<file path="config.mk">
export PLATFORM = sky130hd
export DESIGN_NAME = sap1_out_display
export DESIGN_NICKNAME = d
export VERILOG_FILES = /design/src/rtl/sap1_out_pkg.sv /design/src/rtl/sap1_out_display_sevenseg_decode.sv /design/src/rtl/sap1_out_display.sv
export SDC_FILE = /design/constraint.sdc
export NUM_CORES = 1
export LEC_CHECK = 0
export CORE_ASPECT_RATIO = 1.5
export CORE_UTILIZATION = 49
export CTS_BUF_LIST = sky130_fd_sc_hd__clkbuf_16
export CTS_CLUSTER_SIZE = 8
export DETAILED_ROUTE_END_ITERATION = 6
export GPL_ROUTABILITY_DRIVEN = 0
export GPL_TIMING_DRIVEN = 1
export HOLD_SLACK_MARGIN = 0.05
export MAX_ROUTING_LAYER = met4
export PLACE_DENSITY_LB_ADDON = 0.1
export SYNTH_ARGS = -nofsm -noshare
export SYNTH_HDL_FRONTEND = slang
export SYNTH_SLANG_ARGS = --single-unit
</file>
<file path="constraint.sdc">
create_clock -name clk -period 4.7 [get_ports clk]
set_input_delay 0.705 -clock clk [delete_from_list [all_inputs] [get_ports clk]]
set_output_delay 0.705 -clock clk [all_outputs]
set_load 0.05 [all_outputs]
</file>
<file path="src/rtl/sap1_out_pkg.sv">
// Shared types and glyph constants for the SAP-1 output register / display block.
package sap1_out_pkg;

    typedef enum logic [1:0] {
        IDLE,
        ADJUST,
        SHIFT,
        COMMIT
    } state_e;

    localparam logic [7:0] SEG_BLANK = 8'hFF;
    localparam logic [7:0] SEG_MINUS = 8'hBF;

    // Active-low {dp,g,f,e,d,c,b,a} patterns for decimal digits 0-9
    localparam logic [7:0] DIGIT_GLYPH [10] = '{
        8'hC0, 8'hF9, 8'hA4, 8'hB0, 8'h99,
        8'h92, 8'h82, 8'hF8, 8'h80, 8'h90
    };

endpackage

</file>
<file path="src/rtl/sap1_out_display_sevenseg_decode.sv">
// BCD nibble to active-low 7-segment pattern; blank flag or non-decimal nibble gives all-off.
module sevenseg_decode
    import sap1_out_pkg::*;
(
    input  logic [3:0] nibble,
    input  logic       blank,
    output logic [7:0] seg
);

    always_comb begin
        seg = SEG_BLANK;
        if (!blank && nibble <= 4'd9) begin
            seg = DIGIT_GLYPH[nibble];
        end
    end

endmodule

</file>
<file path="src/rtl/sap1_out_display.sv">
// SAP-1 output register: captures DBUS on nLO at the CLK rising edge, converts to BCD
// with a sequential double-dabble engine and scans a 4-digit active-low display.
module sap1_out_display
    import sap1_out_pkg::*;
#(
    parameter int SCAN_DIV = 50_000
) (
    input  logic       clk,
    input  logic       CLR,
    input  logic       CLK,
    input  logic       nLO,
    input  logic [7:0] DBUS,
    input  logic       signed_mode,
    output logic [7:0] out_value,
    output logic       busy,
    output logic [7:0] seg,
    output logic [3:0] an
);

    localparam int CNT_W = (SCAN_DIV > 1) ? $clog2(SCAN_DIV) : 1;
    localparam logic [CNT_W-1:0] CNT_LAST = CNT_W'(SCAN_DIV - 1);

    state_e           state_q, state_d;
    logic             clk_prev_q;
    logic [7:0]       out_value_q, out_value_d;
    logic [19:0]      sh_q, sh_d;
    logic [2:0]       iter_q, iter_d;
    logic             neg_work_q, neg_work_d;
    logic [11:0]      bcd_disp_q, bcd_disp_d;
    logic             neg_disp_q, neg_disp_d;
    logic [CNT_W-1:0] scan_cnt_q, scan_cnt_d;
    logic [1:0]       idx_q, idx_d;

    logic             load_evt;
    logic             neg_in;
    logic [7:0]       mag;

    assign load_evt = CLK & ~clk_prev_q & ~nLO;
    assign neg_in   = signed_mode & DBUS[7];
    assign mag      = neg_in ? (~DBUS + 8'd1) : DBUS;

    // A load in any state restarts the conversion; a partial result is never committed
    always_comb begin
        state_d     = state_q;
        out_value_d = out_value_q;
        sh_d        = sh_q;
        iter_d      = iter_q;
        neg_work_d  = neg_work_q;
        bcd_disp_d  = bcd_disp_q;
        neg_disp_d  = neg_disp_q;
        if (load_evt) begin
            out_value_d = DBUS;
            sh_d        = {12'd0, mag};
            iter_d      = 3'd0;
            neg_work_d  = neg_in;
            state_d     = ADJUST;
        end else begin
            case (state_q)
                ADJUST: begin
                    for (int i = 0; i < 3; i++) begin
                        if (sh_q[8 + 4*i +: 4] >= 4'd5) begin
                            sh_d[8 + 4*i +: 4] = sh_q[8 + 4*i +: 4] + 4'd3;
                        end
                    end
                    state_d = SHIFT;
                end
                SHIFT: begin
                    sh_d    = {sh_q[18:0], 1'b0};
                    iter_d  = iter_q + 3'd1;
                    state_d = (iter_q == 3'd7) ? COMMIT : ADJUST;
                end
                COMMIT: begin
                    bcd_disp_d = sh_q[19:8];
                    neg_disp_d = neg_work_q;
                    state_d    = IDLE;
                end
                default: ;
            endcase
        end
    end

    always_comb begin
        scan_cnt_d = scan_cnt_q + CNT_W'(1);
        idx_d      = idx_q;
        if (scan_cnt_q == CNT_LAST) begin
            scan_cnt_d = '0;
            idx_d      = idx_q + 2'd1;
        end
    end

    always_ff @(posedge clk or posedge CLR) begin
        if (CLR) begin
            state_q     <= IDLE;
            clk_prev_q  <= 1'b0;
            out_value_q <= 8'd0;
            sh_q        <= 20'd0;
            iter_q      <= 3'd0;
            neg_work_q  <= 1'b0;
            bcd_disp_q  <= 12'd0;
            neg_disp_q  <= 1'b0;
            scan_cnt_q  <= '0;
            idx_q       <= 2'd0;
        end else begin
            state_q     <= state_d;
            clk_prev_q  <= CLK;
            out_value_q <= out_value_d;
            sh_q        <= sh_d;
            iter_q      <= iter_d;
            neg_work_q  <= neg_work_d;
            bcd_disp_q  <= bcd_disp_d;
            neg_disp_q  <= neg_disp_d;
            scan_cnt_q  <= scan_cnt_d;
            idx_q       <= idx_d;
        end
    end

    // Leading-zero blanking: tens only blank when hundreds is also zero
    logic [3:0] dig_nib;
    logic       dig_blank;
    logic [7:0] dec_seg;

    always_comb begin
        dig_nib   = 4'd0;
        dig_blank = 1'b1;
        case (idx_q)
            2'd0: begin
                dig_nib   = bcd_disp_q[3:0];
                dig_blank = 1'b0;
            end
            2'd1: begin
                dig_nib   = bcd_disp_q[7:4];
                dig_blank = (bcd_disp_q[11:8] == 4'd0) && (bcd_disp_q[7:4] == 4'd0);
            end
            2'd2: begin
                dig_nib   = bcd_disp_q[11:8];
                dig_blank = (bcd_disp_q[11:8] == 4'd0);
            end
            default: ;
        endcase
    end

    sevenseg_decode u_dec (
        .nibble (dig_nib),
        .blank  (dig_blank),
        .seg    (dec_seg)
    );

    assign seg       = (idx_q == 2'd3 && neg_disp_q) ? SEG_MINUS : dec_seg;
    assign an        = ~(4'd1 << idx_q);
    assign out_value = out_value_q;
    assign busy      = (state_q != IDLE);

endmodule

</file>
# After elaboration in Yosys (flattened, before gate mapping)
# Memory sizes are Yosys's and may differ from the RTL's.
# Index checks and enable logic that the tools add are counted.
word_totals:
  reg_bits: 66
  latchBits: 0
  ramBits: 0
  romBits: 128
  in_bits: 13
  out_inout_bits: 21
  word_cells: 81
  memories: 1
mem_list:
  columns: ["name", "depth", "width", "rd", "rd_clocked_by_memory_dff", "wr", "line", "rtl"]
  rows:
  - ["(name not given)", 16, 8, 1, 0, 0, "sap1_out_display_sevenseg_decode.sv:13", "seg = DIGIT_GLYPH[nibble];"]
classes:
  addsub: 7
  mul: 0
  n_div: 0
  n_lt_le_gt_ge: 5
  eq_ne: 11
  shift: 1
  n_mux: 19
  n_bitwise: 9
  n_reduce_logical: 15
ops:
  columns: ["op", "n"]
  rows:
  - ["$mux W8", 6]
  - ["$pmux W12 S2", 1]
  - ["$mux W20", 1]
  - ["$add A16 B1 Y16 const B", 1]
  - ["$eq A16 B16 Y1 const B", 1]
  - ["$mux W16", 1]
  - ["$add A4 B2 Y4 const B", 3]
  - ["$ge A4 B3 Y1 const B", 3]
  - ["$mux W4", 3]
  - ["$pmux W4 S3", 1]
  - ["$ne A3 B3 Y1 const B", 3]
  - ["$add A8 B1 Y8 const B", 1]
  - ["$eq A2 B2 Y1 const B", 4]
  - ["$logic_not A4 Y1", 2]
  - ["$not A8 Y8", 1]
  - ["$reduce_and A2 Y1", 4]
  - ["$mux W3", 2]
  - ["$pmux W2 S3", 1]
  - ["$ge A5 B5 Y1 const B", 1]
  - ["$not A4 Y5", 1]
  - ["$eq A2 B1 Y1 const B", 2]
  - ["$le A4 B4 Y1 const B", 1]
  - ["$mux W2", 2]
  - ["$not A4 Y4", 1]
  - ["13 further kinds", 20]

# Longest topological paths before layout
logic_depth:
  word_depth: 8
  depth_mapped: 11
  depth_no_buf: 11

# By module
# Synthesis repeated with hierarchy kept, for this count alone.
hier_totals:
  hier_cells: 377
  area_unflattened_um2: 3632.2
by_module_without_submodules:
  columns: ["mod", "instances", "cells_per_inst", "area_per_inst_um2", "seq_area_each_um2"]
  rows:
  - ["sap1_out_display", 1, 346, 3410.8, 1651.6]
  - ["sevenseg_decode", 1, 31, 221.5, 0.0]

# Worst setup path after synthesis
# No wires, ideal clock.
synth_timing:
  path_kind: "reg-to-output"
  startpoint: "reg idx_q[0]"
  endpoint: "out seg[6]"
  arrival_time_ns: 2.745
  required_ns: 3.995
  slack_ns: 1.250
  stages_incl_launch_ff: 11
  path_buffers: 0
  cell_sequence: "dfrtp_1 inv_1 ha_1 a222oi_1 or2_2 ha_1 or2_2 a21oi_1 a211o_1 a21oi_1 a21oi_1"
synth_between:
  elab_chain_cells: 8
  elab_cells_between_ends: 16
  classes_between: "1 x order compare; 3 x eq/ne; 6 x mux; 1 x bitwise; 4 x reduce/logical; 1 x memory"
synth_lines:
  columns: ["item", "line", "rtl"]
  rows:
  - ["start, declared", "sap1_out_display.sv:32", "logic [1:0] idx_q, idx_d;"]
  - ["start signal, assigned", "sap1_out_display.sv:113", "idx_q <= idx_d;"]
  - ["$eq A2 B2 Y1 (tied with other cells)", "sap1_out_display.sv:125", "case (idx_q)"]
  - ["$pmux W4 S3", "sap1_out_display.sv:125", null]
  - ["$not A4 Y5 (not written as such)", "sap1_out_display_sevenseg_decode.sv:13", null]
  - ["$mem_v2 Z16 W8", null, null]
  - ["$mux W8 (not written as such) (2 in a row)", "sap1_out_display_sevenseg_decode.sv:13", null]
  - ["$mux W8", "sap1_out_display_sevenseg_decode.sv:12", "if (!blank && nibble <= 4'd9) begin"]
  - ["$mux W8 *", "sap1_out_display.sv:148", "assign seg = (idx_q == 2'd3 && neg_disp_q) ? SEG_MINUS : dec_seg;"]
  - ["end, declared", "sap1_out_display.sv:16", "output logic [7:0] seg,"]
# Every way passes the cells marked *; elsewhere a longest branch is shown, timed or not. The select of a mux whose other input is x is not followed.

# Worst setup path in the final report
# Same ends and word-level chain as after synthesis.

==> key figures <==
Drt
  • DR vias: 2675
  • TritonRoute pass-1 iters: 6
  • Number of routed nets with antenna violations: 0
  • WL/cell: approximately 15 um
  • Initial DRC count: 178
  • Vias per cell: 5.55
  • Total routed wirelength: slightly above 7 mm
  • DRC: 1

Synth
  • Cell count after synthesis: around 370
  • Most area-hungry cell type in the Yosys netlist: dfrtp_1
  • Ranking of synthesized cells by area: dfrtp_1, ha_1, nand2_1
  • Yosys Warn Count: 0
  • Synth Register Bits: 66
  • Sequential area share after synthesis: a little under half
  • Post-Syn Nets: 400
  • Post-synth design cell area: approximately 3600 um2
  • Share of the synthesized area in the top cell type: roughly 46%
  • Synthesized area per cell: between 9 and 10 um2
  • Most common cell in the netlist: dfrtp_1
  • Top cells by count, synth: dfrtp_1, nand2_1, nor2_1
  • Yosys cell types: between 40 and 50
  • Primary FF master, synth: dfrtp_1
  • EDFF count, synth: 0
  • Ys async rst share: 100%

Clocking
  • CTS Hold Bufs: 0
  • CTS H-tree depth: 3
  • CTS Root Cell: clkbuf_16
  • Number of CTS-inserted buffers: 9
  • Clk Latency, worst-skew pair: 330 ps
  • Clock sink total: 66
  • Cts repair resizes: 0
  • TritonCTS clock tree: built
  • Max clock buf depth: 2
  • CTS clk-pin slew, worst paths: around 50 ps
  • Postcts setup bufs: 0

Min path
  • Hold Path Class: reg2reg

STA
  • Final worst slack: about 530 ps
  • Period minus WS final: approximately 4200 ps
  • Tcrit/Tclk final: about 89%
  • Worst-Margin Slew: between 1000 and 1500 ps
  • Fin. Hold Viols: 0
  • Max Fclk: roughly 240 MHz
  • Max Slew Vio Count: 0
  • Final Skew: approximately 3.6 ps
  • RSZ-0062 raised after global routing: false
  • Setup TNS: 0 ps
  • Worst slew margin relative to its limit: 25.5%
  • Count of endpoints failing setup in the final report: 0

Power
  • Leakage: around 2 nW
  • VDD IR max: around 310 uV
  • Power Total: roughly 2.5 mW
  • PD cells: 591 nW/um2

Global route
  • Largest net degree at the start of global routing: 39
  • Vias in the first global route: 2616
  • Initial antenna violation count: 0
  • Grt ovf: 0
  • Wire length of the first global-routing pass: around 12 mm
  • GRT Util Overall: 22.0%

Layout
  • Inserted Diodes: 0
  • Multi-input logic area: roughly 1800 um2
  • Layout area overhead: 18.7%
  • Nets@finish: between 400 and 500
  • Final Non-Filler Cells: 482
  • FF/Latch Area: ~1700 um2
  • Ratio of cells with drive above 1 in the final layout: 9.65%
  • # fillers: just over 600

Critical path
  • WS Path Type: reg2out
  • Arrival time worst endpoint: between 3000 and 4000 ps
  • Slowest cell delay on critical path: 810 ps
  • Worst EP required: about 4000 ps
  • Bufs and invs on worst path: 2
  • CP Max Fanout: 5
  • CP top delay family: buffers and inverters
  • Worst-path cell chain: inv_1 -> ha_1 -> a222oi_1 -> nor2_1 -> ha_1 -> or2_2 -> a21oi_1 -> a211o_1 -> a21oi_1 -> a21oi_1 -> clkdlybuf4s50_1
  • Critical path's slowest cell: clkdlybuf4s50_1
  • Crit path launch type: flip-flop
  • CP most frequent cell: a21oi_1
  • CP Capture Type: primary output

Place
  • PortBufs: 32
  • Pre-CTS setup slack: roughly 870 ps
  • Post-DP HPWL: 4.90 mm
  • Placed Cells incl. Taps: roughly 470

Status
  • Outcome: complete, but fails checks
  • Failing checks: design-rule violations

Die
  • Row Count: 37
  • Area of the core: ~7000 um2
  • Die H: 106 um
  • I/O pins: 34
  • Die area: around 7600 um2
  • Initial core utilization: ~51%
  • Die W: 71.6 um

Flow run
  • Maxcap violations: 0
## sequential cells by signal, summed over array words and instances, names as in the netlist
signal      cells
sh_q           20
scan_cnt_q     16
bcd_disp_q     12
out_value       8
iter_q          3
idx_q           2
state_q         2
clk_prev_q      1
neg_disp_q      1
neg_work_q      1
## power by group
group	switching [mW]	internal (mW)
Clock	0.237	0.403
Combinational	0.572	0.414
Sequential	0.156	0.720
Total	0.965	1.54
## worst min-delay path, cell delays in order, from the launching register on
cell and delay (ps):
dfrtp_1 350, nand2_1 50, nand2_1 50
## final cells by class
cell class | instances | area share [%]
Clock inverter | 7 | 1.42
Multi-Input combinational cell | 267 | 42.0
Inverter | 19 | 1.69
Clock buffer | 9 | 5.32
Timing Repair Buffer | 36 | 8.28
Sequential cell | 66 | 39.0
Tap cell | 78 | 2.31
## worst paths after layout
kind,startpoint,to,slack (ps),cells past startpoint
setup / recovery,idx_q[0],seg[6],530,11
hold reg to reg,out_value[4],out_value[4],480,2
max in group asynchronous,CLR,scan_cnt_q[15],2990,3
min in group asynchronous,CLR,bcd_disp_q[1],840,2
setup reg to reg,state_q[0],sh_q[19],2620,5
hold / removal,out_value[4],out_value[4],480,2
## per-layer routing
metal / routed length (um) / up-vias / GRT usage [%]
met4: 91 / 0 / 8.96
met2: 3670 / 46 / 36.9
met5: 0 / - / -
met3: 216 / 7 / 4.55
li1: - / 1333 / -
met1: 3110 / 1289 / 25.6
## per-stage QoR
stage                     cell area, um2  hold slack, ps  utilization [%]
after floorplan                     3560             450                -
after global placement              3950             462             56.8
after detailed placement            3950             470             56.8
after CTS                           4230             484             60.9
after global routing                4230             501             60.9
final                               4230             482             60.9
## cell families (layout without fill, tap and decap cells)
logic type      count (synthesis)  in the layout  share of synthesized area, %
mux                            19             19                          6.98
flops                          66             66                          46.3
buf+inv                        34             71                          4.00
compound gates                 71             71                          12.3
other cells                     1              1                         0.105
xor+xnor                       23             23                          5.65
simple gates                  133            133                          17.6
fa+ha+maj                      20             20                          7.02
## cell usage in the layout (no fill, tap or decap), drive strengths merged, types with 2 or more instances in the layout
cell type,netlist,layout
or2,4,4
a31oi,9,9
dfrtp,66,66
nand2,46,46
xor2,8,8
o211ai,4,4
a222oi,7,7
a21oi,17,17
clkbuf,10,9
nand3,14,14
or4b,3,3
nor2,35,35
nor3,5,5
clkinv,0,5
ha,20,20
and2,3,3
inv,19,19
buf,5,4
nand4,4,4
mux2,17,17
nor2b,3,3
o21ai,30,30
mux2i,2,2
xnor2,15,15
and3,5,5
clkdlybuf4s50,0,32
nand2b,5,5
Power figures use the tool's default switching activity.
